## src/rtl/arb_pkg.sv

```systemverilog
// Shared types, default sizing and helpers for the round-robin ring arbiter.
package arb_pkg;

  // Arbiter FSM: waiting for a request, or a grant is held by one owner.
  typedef enum logic [0:0] {
    IDLE  = 1'b0,
    GRANT = 1'b1
  } arb_state_e;

  // Default sizing and the widths derived from it.
  localparam int N_DEF        = 4;
  localparam int MAX_HOLD_DEF = 8;
  localparam int N_MAX        = 16;
  localparam int ID_W         = $clog2(N_DEF);
  localparam int CNT_W        = $clog2(MAX_HOLD_DEF + 1);

  // Width of a requester index for n requesters (n >= 2).
  function automatic int id_width(input int n);
    return (n > 1) ? $clog2(n) : 1;
  endfunction

  // Width of a hold counter that reaches m without wrapping.
  function automatic int cnt_width(input int m);
    return $clog2(m + 1);
  endfunction

  // Rotate the low n bits of a one-hot vector left by one, wrapping bit n-1 to 0.
  function automatic logic [N_MAX-1:0] rotl1(input logic [N_MAX-1:0] v, input int n);
    logic [N_MAX-1:0] r;
    r = '0;
    for (int i = 0; i < N_MAX; i++) begin
      if (i < n) begin
        r[(i + 1 == n) ? 0 : i + 1] = v[i];
      end
    end
    return r;
  endfunction

endpackage

```

## src/rtl/rr_ring_arbiter_pick.sv

```systemverilog
// Combinational round-robin pick: first set request at or after the one-hot
// pointer, searching circularly. Uses the doubled-vector subtract trick so the
// search wraps without a per-N priority chain.
module rr_pick #(
  parameter int N = 4
) (
  input  logic [N-1:0] req,
  input  logic [N-1:0] ptr,
  output logic [N-1:0] pick,
  output logic         valid
);

  logic [2*N-1:0] w_dbl_req;
  logic [2*N-1:0] w_dbl_ptr;
  logic [2*N-1:0] w_dbl_gnt;

  // Subtracting the pointer from the doubled request vector borrows through the
  // clear bits below the first eligible request; masking isolates that bit.
  always_comb begin
    w_dbl_req = {req, req};
    w_dbl_ptr = {{N{1'b0}}, ptr};
    w_dbl_gnt = w_dbl_req & ~(w_dbl_req - w_dbl_ptr);
    pick      = w_dbl_gnt[N-1:0] | w_dbl_gnt[2*N-1:N];
    valid     = |req;
  end

endmodule

```

## src/rtl/rr_ring_arbiter.sv

```systemverilog
// Round-robin arbiter with a rotating one-hot priority pointer and a hold-time
// limit. Protocol: a requester raises req[i] and keeps it high for as long as it
// wants the resource; gnt[i] marks ownership and is held until req[i] drops or
// MAX_HOLD cycles elapse, after which one IDLE cycle always precedes the next
// grant. Non-owner requests never preempt the current owner.
module rr_ring_arbiter
  import arb_pkg::*;
#(
  parameter int N        = N_DEF,
  parameter int MAX_HOLD = MAX_HOLD_DEF
) (
  input  logic                    clk,
  input  logic                    rst,
  input  logic [N-1:0]            req,
  output logic [N-1:0]            gnt,
  output logic [id_width(N)-1:0]  gnt_id,
  output logic                    busy,
  output logic                    timeout,
  output logic                    o_dbg_state,
  output logic [N-1:0]            o_dbg_ptr
);

  localparam int IDW = id_width(N);
  localparam int CW  = cnt_width(MAX_HOLD);
  localparam logic [CW-1:0] HOLD_LAST = CW'(MAX_HOLD - 1);

  arb_state_e       r_state;
  logic [N-1:0]     r_ptr;
  logic [N-1:0]     r_gnt;
  logic [IDW-1:0]   r_gnt_id;
  logic [CW-1:0]    r_hold_cnt;
  logic             r_busy;
  logic             r_timeout;

  logic [N-1:0]     w_pick;
  logic             w_valid;
  logic [IDW-1:0]   w_pick_id;
  logic             w_owner_req;
  logic             w_release;
  logic [N-1:0]     w_ptr_rot;

  rr_pick #(
    .N (N)
  ) u_pick (
    .req   (req),
    .ptr   (r_ptr),
    .pick  (w_pick),
    .valid (w_valid)
  );

  // Encode the one-hot pick into an index, and decide whether the owner lets go.
  always_comb begin
    w_pick_id = '0;
    for (int i = 0; i < N; i++) begin
      if (w_pick[i]) begin
        w_pick_id = IDW'(i);
      end
    end
    w_owner_req = |(req & r_gnt);
    w_release   = !w_owner_req || (r_hold_cnt == HOLD_LAST);
    w_ptr_rot   = N'(rotl1(N_MAX'(r_gnt), N));
  end

  // Arbiter FSM, pointer, hold counter and all registered outputs.
  always_ff @(posedge clk or negedge rst) begin
    if (!rst) begin
      r_state    <= IDLE;
      r_ptr      <= N'(1);
      r_gnt      <= '0;
      r_gnt_id   <= '0;
      r_hold_cnt <= '0;
      r_busy     <= 1'b0;
      r_timeout  <= 1'b0;
    end else begin
      case (r_state)
        IDLE: begin
          r_timeout <= 1'b0;
          if (w_valid) begin
            r_gnt      <= w_pick;
            r_gnt_id   <= w_pick_id;
            r_hold_cnt <= '0;
            r_busy     <= 1'b1;
            r_state    <= GRANT;
          end
        end
        GRANT: begin
          if (w_release) begin
            // Owner becomes lowest priority; timeout only when it still wanted more.
            r_gnt      <= '0;
            r_gnt_id   <= '0;
            r_hold_cnt <= '0;
            r_busy     <= 1'b0;
            r_ptr      <= w_ptr_rot;
            r_timeout  <= w_owner_req;
            r_state    <= IDLE;
          end else begin
            r_hold_cnt <= r_hold_cnt + CW'(1);
            r_timeout  <= 1'b0;
          end
        end
        default: begin
          r_state <= IDLE;
        end
      endcase
    end
  end

  assign gnt         = r_gnt;
  assign gnt_id      = r_gnt_id;
  assign busy        = r_busy;
  assign timeout     = r_timeout;
  assign o_dbg_state = r_state;
  assign o_dbg_ptr   = r_ptr;

endmodule
```

## config.mk

```make
export PLATFORM = sky130hd
export DESIGN_NAME = rr_ring_arbiter
export DESIGN_NICKNAME = d
export VERILOG_FILES = /design/src/rtl/arb_pkg.sv /design/src/rtl/rr_ring_arbiter_pick.sv /design/src/rtl/rr_ring_arbiter.sv
export SDC_FILE = /design/constraint.sdc
export NUM_CORES = 1
export LEC_CHECK = 0
export CAP_MARGIN = 20
export CORE_ASPECT_RATIO = 0.9
export CORE_MARGIN = 4
export CORE_UTILIZATION = 47
export CTS_BUF_LIST = sky130_fd_sc_hd__clkbuf_4 sky130_fd_sc_hd__clkbuf_8
export DETAILED_ROUTE_END_ITERATION = 6
export PLACE_DENSITY = 0.77
export SETUP_SLACK_MARGIN = 0.2
export SYNTH_ARGS = -nofsm -noshare
export SYNTH_HDL_FRONTEND = slang
export SYNTH_SLANG_ARGS = --single-unit
```

## constraint.sdc

```tcl
create_clock -name clk -period 1.65 [get_ports clk]
set_input_delay 0.33 -clock clk [delete_from_list [all_inputs] [get_ports clk]]
set_output_delay 0.33 -clock clk [all_outputs]
set_load 0.1 [all_outputs]
```

==> run summary, run 1 <==
largest net degree at the start of global routing - 18
number of port buffers - 18
Stopped at - 5_1_grt
DP HPWL - 1.93 mm
CTS Sinks - 17
ys async rst share - 1.00
GP Congestion - 0.773
Mapped Cells - 82
largest family of logic cells by synthesized area - compound AO/OA/AOI/OAI gates
initial antenna violation count - 0
ranking of synthesized cells by area - dfrtp_1 (44%), ha_1 (5.5%), mux2_2 (5.0%), o21ai_0 (4.4%), dfstp_2 (2.9%)
H-tree Lvls - 1
top-count cell post-synth - dfrtp_1
CTS Buf Count - 3
mux contribution to synthesized area - 0.0496
Starting Density - 0.519
Synth Area per Inst - 11.1 um2
Distinct cells, synth - 33
outcome - stopped before the end
die width - 54.3 um
synth cell count leaders - dfrtp_1 (16), o21ai_0 (8), nand2_1 (6)
Synth warnings - 0
Boundary Pins - 19
EDFF count, synth - 0
register area share after synthesis - 0.470
CTS Root Cell - clkbuf_4
ys flop type - dfrtp_1
Synth Area in Simple Gates - 0.132
flop and latch count out of synthesis - 17
Yosys top cell by area - dfrtp_1
Core Rows - 14
chip height - 49.7 um
worst_ep kind - register data pin
Synth Area in Compound Gates - 0.231
Synth Area in Adders - 0.0771
Synth Cell Area - 908 um2
synthesized net count - 93
Run Error - [ERROR DPL-0033] detailed placement checks failed during check placement.
Worst Endpoint after GRT Repair - gnt_id[1]$_DFFE_PN0P_/D
share of the synthesized area in the top cell type - 0.441
Place WS - -0.616 ns
maximum root-to-sink buffer count - 2
Synth Area in XOR/XNOR - 0.0193
==> cell families after synthesis <==
kind of cell | Yosys count
compound gates | 27
flops | 17
xor+xnor | 2
fa+ha+maj | 5
buf+inv | 5
mux | 4
simple gates | 22
==> metrics by stage <==
| stage | instances | area (um2) | hold WS (ns) |
|---|---|---|---|
| floorplan | 82 | 996 | 0.0344 |
| global placement | 139 | 1450 | 0.456 |
| detailed placement | 139 | 1450 | 0.473 |
| CTS | 151 | 1590 | 0.355 |
==> repair_timing <==
item                                   in CTS
pin swaps                                  12
endpoints found under the hold margin       0
setup endpoints to repair                  18
buffers inserted                            8
hold buffers                                0
resized for setup                          17
==> run 2: changes to the inputs <==
==> config.mk (replaced) <==
export PLATFORM = sky130hd
export DESIGN_NAME = rr_ring_arbiter
export DESIGN_NICKNAME = d
export VERILOG_FILES = /design/src/rtl/arb_pkg.sv /design/src/rtl/rr_ring_arbiter_pick.sv /design/src/rtl/rr_ring_arbiter.sv
export SDC_FILE = /design/constraint.sdc
export NUM_CORES = 1
export LEC_CHECK = 0
export CAP_MARGIN = 20
export CORE_AREA = 4 4 65 67
export DETAILED_ROUTE_END_ITERATION = 6
export DIE_AREA = 0 0 69 71
export PLACE_DENSITY_LB_ADDON = 0.15
export SYNTH_ARGS = -nofsm -noshare
export SYNTH_HDL_FRONTEND = slang
export SYNTH_SLANG_ARGS = --single-unit
==> constraint.sdc (replaced) <==
create_clock -name clk -period 2.1 [get_ports clk]
set_input_delay 0.42 -clock clk [delete_from_list [all_inputs] [get_ports clk]]
set_output_delay 0.42 -clock clk [all_outputs]
set_load 0.1 [all_outputs]
==> run 2 against run 1 <==
  * Area after synthesis stayed put
  * Synthesized cell count unchanged
  * The flow now finishes without violations
==> run summary, run 2 <==
Starting Density - 0.250
ys async rst share - 1.00
worst setup path start - req[0]
Worst Path Required - 2.24 ns
max-cap viol count - 0
crit path DAT - 2.14 ns
vias in the first global route - 812
ranking of synthesized cells by area - dfrtp_1 (44%), ha_1 (5.5%), mux2_2 (5.0%), o21ai_0 (4.4%), dfstp_2 (2.9%)
unrepaired setup endpoints after global routing - false
CTS Sinks - 17
max-slew violations - 0
Mapped Cells - 82
Core Rows - 22
initial antenna violation count - 0
commonest non-fill, non-tap cell in the layout - buf_4
min cycle time layout - 2.01 ns
CP max stage cell - clkdlybuf4s50_1
GP Congestion - 0.830
R2R cell count - 7
ant diodes - 0
synth cell count leaders - dfrtp_1 (16), o21ai_0 (8), nand2_1 (6)
DRC viols - 0
crit path capture type - flop
detailed-route wire length - 2.10 mm
Boundary Pins - 19
Crit path depth - 8
Yosys top cell by area - dfrtp_1
EDFF count, synth - 0
Place WS - -0.244 ns
hold_buf cts - 0
CTS tree - built
Nets - 127
CTS Buf Count - 3
die width - 69 um
final worst path period share - 0.955
DP HPWL - 1.64 mm
Synth Area per Inst - 11.1 um2
worst-margin pin slew - 0.334 ns
Detail Route Antenna Nets - 0
P&R area growth vs syn - 43.8%
outcome - completed
Hold Startpoint - r_hold_cnt[3]
Final setup viols - 0
Vias - 747
Worst-Skew Late Latency - 0.25 ns
first-pass GRT wire length - 3.77 mm
Synth Cell Area - 908 um2
Worst Path Buf+Inv - 2
maximum root-to-sink buffer count - 2
FMAX - 499 MHz
CP Max Fanout - 2
Distinct cells, synth - 33
critical path cell sequence - clkdlybuf4s50_1, nand2b_4, fa_2, buf_4, xnor2_1, a21oi_1, nor3b_2, a211o_2
CTS Root Cell - clkbuf_8
share of cells above drive strength 1 - 0.417
Crit path max-delay family - buffers and inverters
Synth warnings - 0
reg2reg start - o_dbg_ptr[0]
Layout Skew - 0.00197 ns
GR Overflow Total - 0
Hold Crit Class - reg2reg
CP startpoint kind - primary input
CP max stage delay - 0.41 ns
H-tree Lvls - 1
Die ar. - 4900 um2
number of port buffers - 18
Hold Violations, Final - 0
final worst slack - 0.0944 ns
Total Routing Usage GR - 0.0943
ys flop type - dfrtp_1
Slew Limit Headroom - 0.778
flop and latch count out of synthesis - 17
1st-iter DRT viols - 21
synthesized net count - 93
Vias/cell - 4.58
largest net degree at the start of global routing - 18
Worst Path Class, Setup - in2reg
core area - 3630 um2
most frequent cells in the layout - buf_4 (22), dfrtp_1 (14), o21ai_0 (8)
register area share after synthesis - 0.470
share of the synthesized area in the top cell type - 0.441
chip height - 71 um
TritonRoute pass-1 iters - 3
Clock Pin Slew Worst Setup and Hold Paths - 0.07 ns
top-count cell post-synth - dfrtp_1
routed wire length per instance - 12.9 um
hold path cells - 1
==> run 2: cell counts after synthesis <==
Identical to the previous run, type by type.
==> run 2: worst register-to-register path: cells and delay by family (launching register included) <==
kind	cells	cell delay, ns
compound gates	2	0.48
xor+xnor	1	0.13
fa+ha+maj	1	0.34
buf+inv	1	0.14
flops	1	0.63
simple gates	2	0.13
==> run 2: per-stage QoR <==
stage | cells | util | hold slack [ns] | TNS [ns] | instance area [um2]
floorplan | 82 | - | 0.124 | 0 | 932
global placement | 159 | 0.343 | 0.466 | -1.16 | 1250
detailed placement | 159 | 0.343 | 0.475 | -1.18 | 1250
CTS | 163 | 0.356 | 0.483 | 0 | 1290
global route | 163 | 0.360 | 0.513 | 0 | 1310
finish | 163 | 0.360 | 0.478 | 0 | 1310
==> run 2: logic make-up after synthesis <==
group,count (synthesis),share of synthesized area
xor+xnor,2,0.0193
flops,17,0.470
compound gates,27,0.231
simple gates,22,0.132
fa+ha+maj,5,0.0771
buf+inv,5,0.0207
mux,4,0.0496
==> run 2: layer usage <==
metal	GRT usage	part of all wire	vias to the layer above
li1	-	-	365
met2	0.140	0.43	14
met5	0	0	-
met3	0.0256	0.051	2
met1	0.128	0.51	366
met4	0.0434	0.0076	0
==> run 2: area by class of cell <==
| class | count | area (um2) |
|---|---|---|
| clock buffer | 3 | 41.3 |
| clock inverter | 1 | 5.00 |
| fill | 378 | 2330 |
| inverter | 5 | 18.8 |
| multi-input combinational | 60 | 483 |
| sequential | 17 | 438 |
| tap | 48 | 60.1 |
| timing repair buffer | 29 | 260 |
==> run 2: final timing paths <==
check	slack, ns	endpoint
max	0.09	gnt_id[1]
min	0.48	r_hold_cnt[3]
max reg2reg	0.14	gnt_id[1]
min reg2reg	0.48	r_hold_cnt[3]
max in group asynchronous	1.34	o_dbg_ptr[0]
min in group asynchronous	0.50	o_dbg_ptr[2]
==> run 2: what timing repair did <==
action	CTS	global route
resized for setup	0	4
setup buffers	0	0
endpoints found under the setup margin	0	3
Power of run 2 is left out: the tool's default activity adds up to more than one toggle a clock period on the data nets, which glitch-free logic cannot reach.
==> run 3: changes to the inputs <==
--- a/config.mk
+++ b/config.mk
@@ -6,10 +6,11 @@
 export NUM_CORES = 1
 export LEC_CHECK = 0
 export CAP_MARGIN = 20
-export CORE_AREA = 4 4 65 67
+export CORE_AREA = 5 5 66 68
 export DETAILED_ROUTE_END_ITERATION = 6
-export DIE_AREA = 0 0 69 71
+export DIE_AREA = 0 0 71 73
 export PLACE_DENSITY_LB_ADDON = 0.15
+export SETUP_SLACK_MARGIN = 0.02
 export SYNTH_ARGS = -nofsm -noshare
 export SYNTH_HDL_FRONTEND = slang
 export SYNTH_SLANG_ARGS = --single-unit
==> run 3 against run 2 <==
  * Sequential share of layout area grew 0.26 points
  * Die area grew 5.8%
  * Hold slack gained 0.0030 ns
  * Via count shrank 3.2%
  * Setup slack lost 0.042 ns
  * Register-to-register slack gained 0.02 ns
  * Critical path depth shrank 1
  * Design area shrank 0.48%
  * Global-route usage shrank 0.66 points
  * Routed wire length grew 0.86%
  * Largest cell class unchanged
==> run summary, run 3 (synthesis gave the netlist of run 2 again) <==
CTS tree - built
die width - 71 um
final worst path period share - 0.975
Vias/cell - 4.41
Hold Crit Class - reg2reg
GR Overflow Total - 0
worst-margin pin slew - 0.324 ns
detailed-route wire length - 2.11 mm
Total Routing Usage GR - 0.0877
Final Core Density - 0.342
chip height - 73 um
Detail Route Antenna Nets - 0
critical path cell sequence - clkdlybuf4s50_1, ha_4, a21o_2, a31o_4, xnor2_1, o211a_1, a211o_1
P&R area growth vs syn - 43.1%
GP Congestion - 0.763
largest net degree at the start of global routing - 18
max-slew violations - 0
Clock Pin Slew Worst Setup and Hold Paths - 0.07 ns
Worst-Skew Late Latency - 0.25 ns
hold_buf cts - 0
most frequent cells in the layout - buf_4 (21), dfrtp_1 (13), o21ai_0 (8)
final worst slack - 0.0521 ns
CTS resizes - 0
Slew Limit Headroom - 0.784
R2R cell count - 7
CTS Root Cell - clkbuf_8
number of port buffers - 18
hold path cells - 1
vias in the first global route - 762
reg2reg start - o_dbg_ptr[0]
Vias - 723
worst hold slack - 0.481 ns
outcome - completed
Nets - 126
Place WS - -0.213 ns
CP Max Fanout - 3
setup TNS - 0 ns
Fill cells - 404
share of cells above drive strength 1 - 0.421
CP max stage cell - clkdlybuf4s50_1
1st-iter DRT viols - 6
Hold Violations, Final - 0
Core Rows - 23
commonest non-fill, non-tap cell in the layout - buf_4
maximum root-to-sink buffer count - 2
CTS Sinks - 17
core area - 3800 um2
routed wire length per instance - 12.9 um
R2R Path End - gnt_id[1]
Worst Path Buf+Inv - 1
CP startpoint kind - primary input
Worst Path Required - 2.24 ns
crit path capture type - flop
first-pass GRT wire length - 3.57 mm
H-tree Lvls - 1
r2r setup slk - 0.16 ns
min cycle time layout - 2.05 ns
Worst Path Class, Setup - in2reg
Layout Skew - 0.00394 ns
Hold Startpoint - r_hold_cnt[3]
CTS Buf Count - 3
initial antenna violation count - 0
FMAX - 488 MHz
crit path DAT - 2.18 ns
Post-CTS Setup Inserts - 0
met1 GRT Util - 0.116
Starting Density - 0.239
unrepaired setup endpoints after global routing - false
Final setup viols - 0
max-cap viol count - 0
CP max stage delay - 0.53 ns
DP HPWL - 1.65 mm
DRC viols - 0
Boundary Pins - 19
ant diodes - 0
Crit path max-delay family - compound AO/OA/AOI/OAI gates
GRT Max-Usage Layer - met2
Worst Hold Endpoint - r_hold_cnt[3]
GRT met3 Usage - 0.0289
Die ar. - 5180 um2
M2 GR Usage - 0.137
TritonRoute pass-1 iters - 4
run 3: changes by cell type in the layout (fill, tap and decap cells not counted), sizes merged:
cell | previous run | this run
buf | 24 | 23
clkbuf | 3 | 4
clkdlybuf4s50 | 3 | 5
clkinv | 1 | 0
dlymetal6s2s | 2 | 0
run 3: final cells by class:
type	count	area, um2	share of cell area
Timing Repair Buffer	28	248	0.191
Tap cell	50	62.6	0.0481
Sequential cell	17	439	0.338
Multi-Input combinational cell	60	487	0.374
Clock buffer	4	45.0	0.0346
Inverter	5	18.8	0.0144
run 3: how the worst max path moves through the flow:
stage	startpoint	end	slack, ns	cells past startpoint
floorplan	o_dbg_ptr[0]	gnt_id[1]	0.04	6
detailed placement	req[2]	gnt_id[0]	-0.21	7
CTS	req[2]	gnt_id[0]	0.05	7
global placement	req[0]	gnt_id[1]	-0.19	8
finish	req[2]	gnt_id[0]	0.05	7
global route	req[2]	gnt_id[0]	0.03	7
run 3: through the flow:
stage | cell area, um2 | std cells
finish | 1300 | 164
CTS | 1290 | 164
detailed placement | 1250 | 160
global placement | 1250 | 160
global route | 1300 | 164
floorplan | 938 | 82
run 3: routing by layer:
layer	up-vias	wire length, um
met5	-	0
met3	2	107
li1	367	-
met1	339	1060
met4	0	10
met2	15	934
Power of run 3 is left out for the same reason.
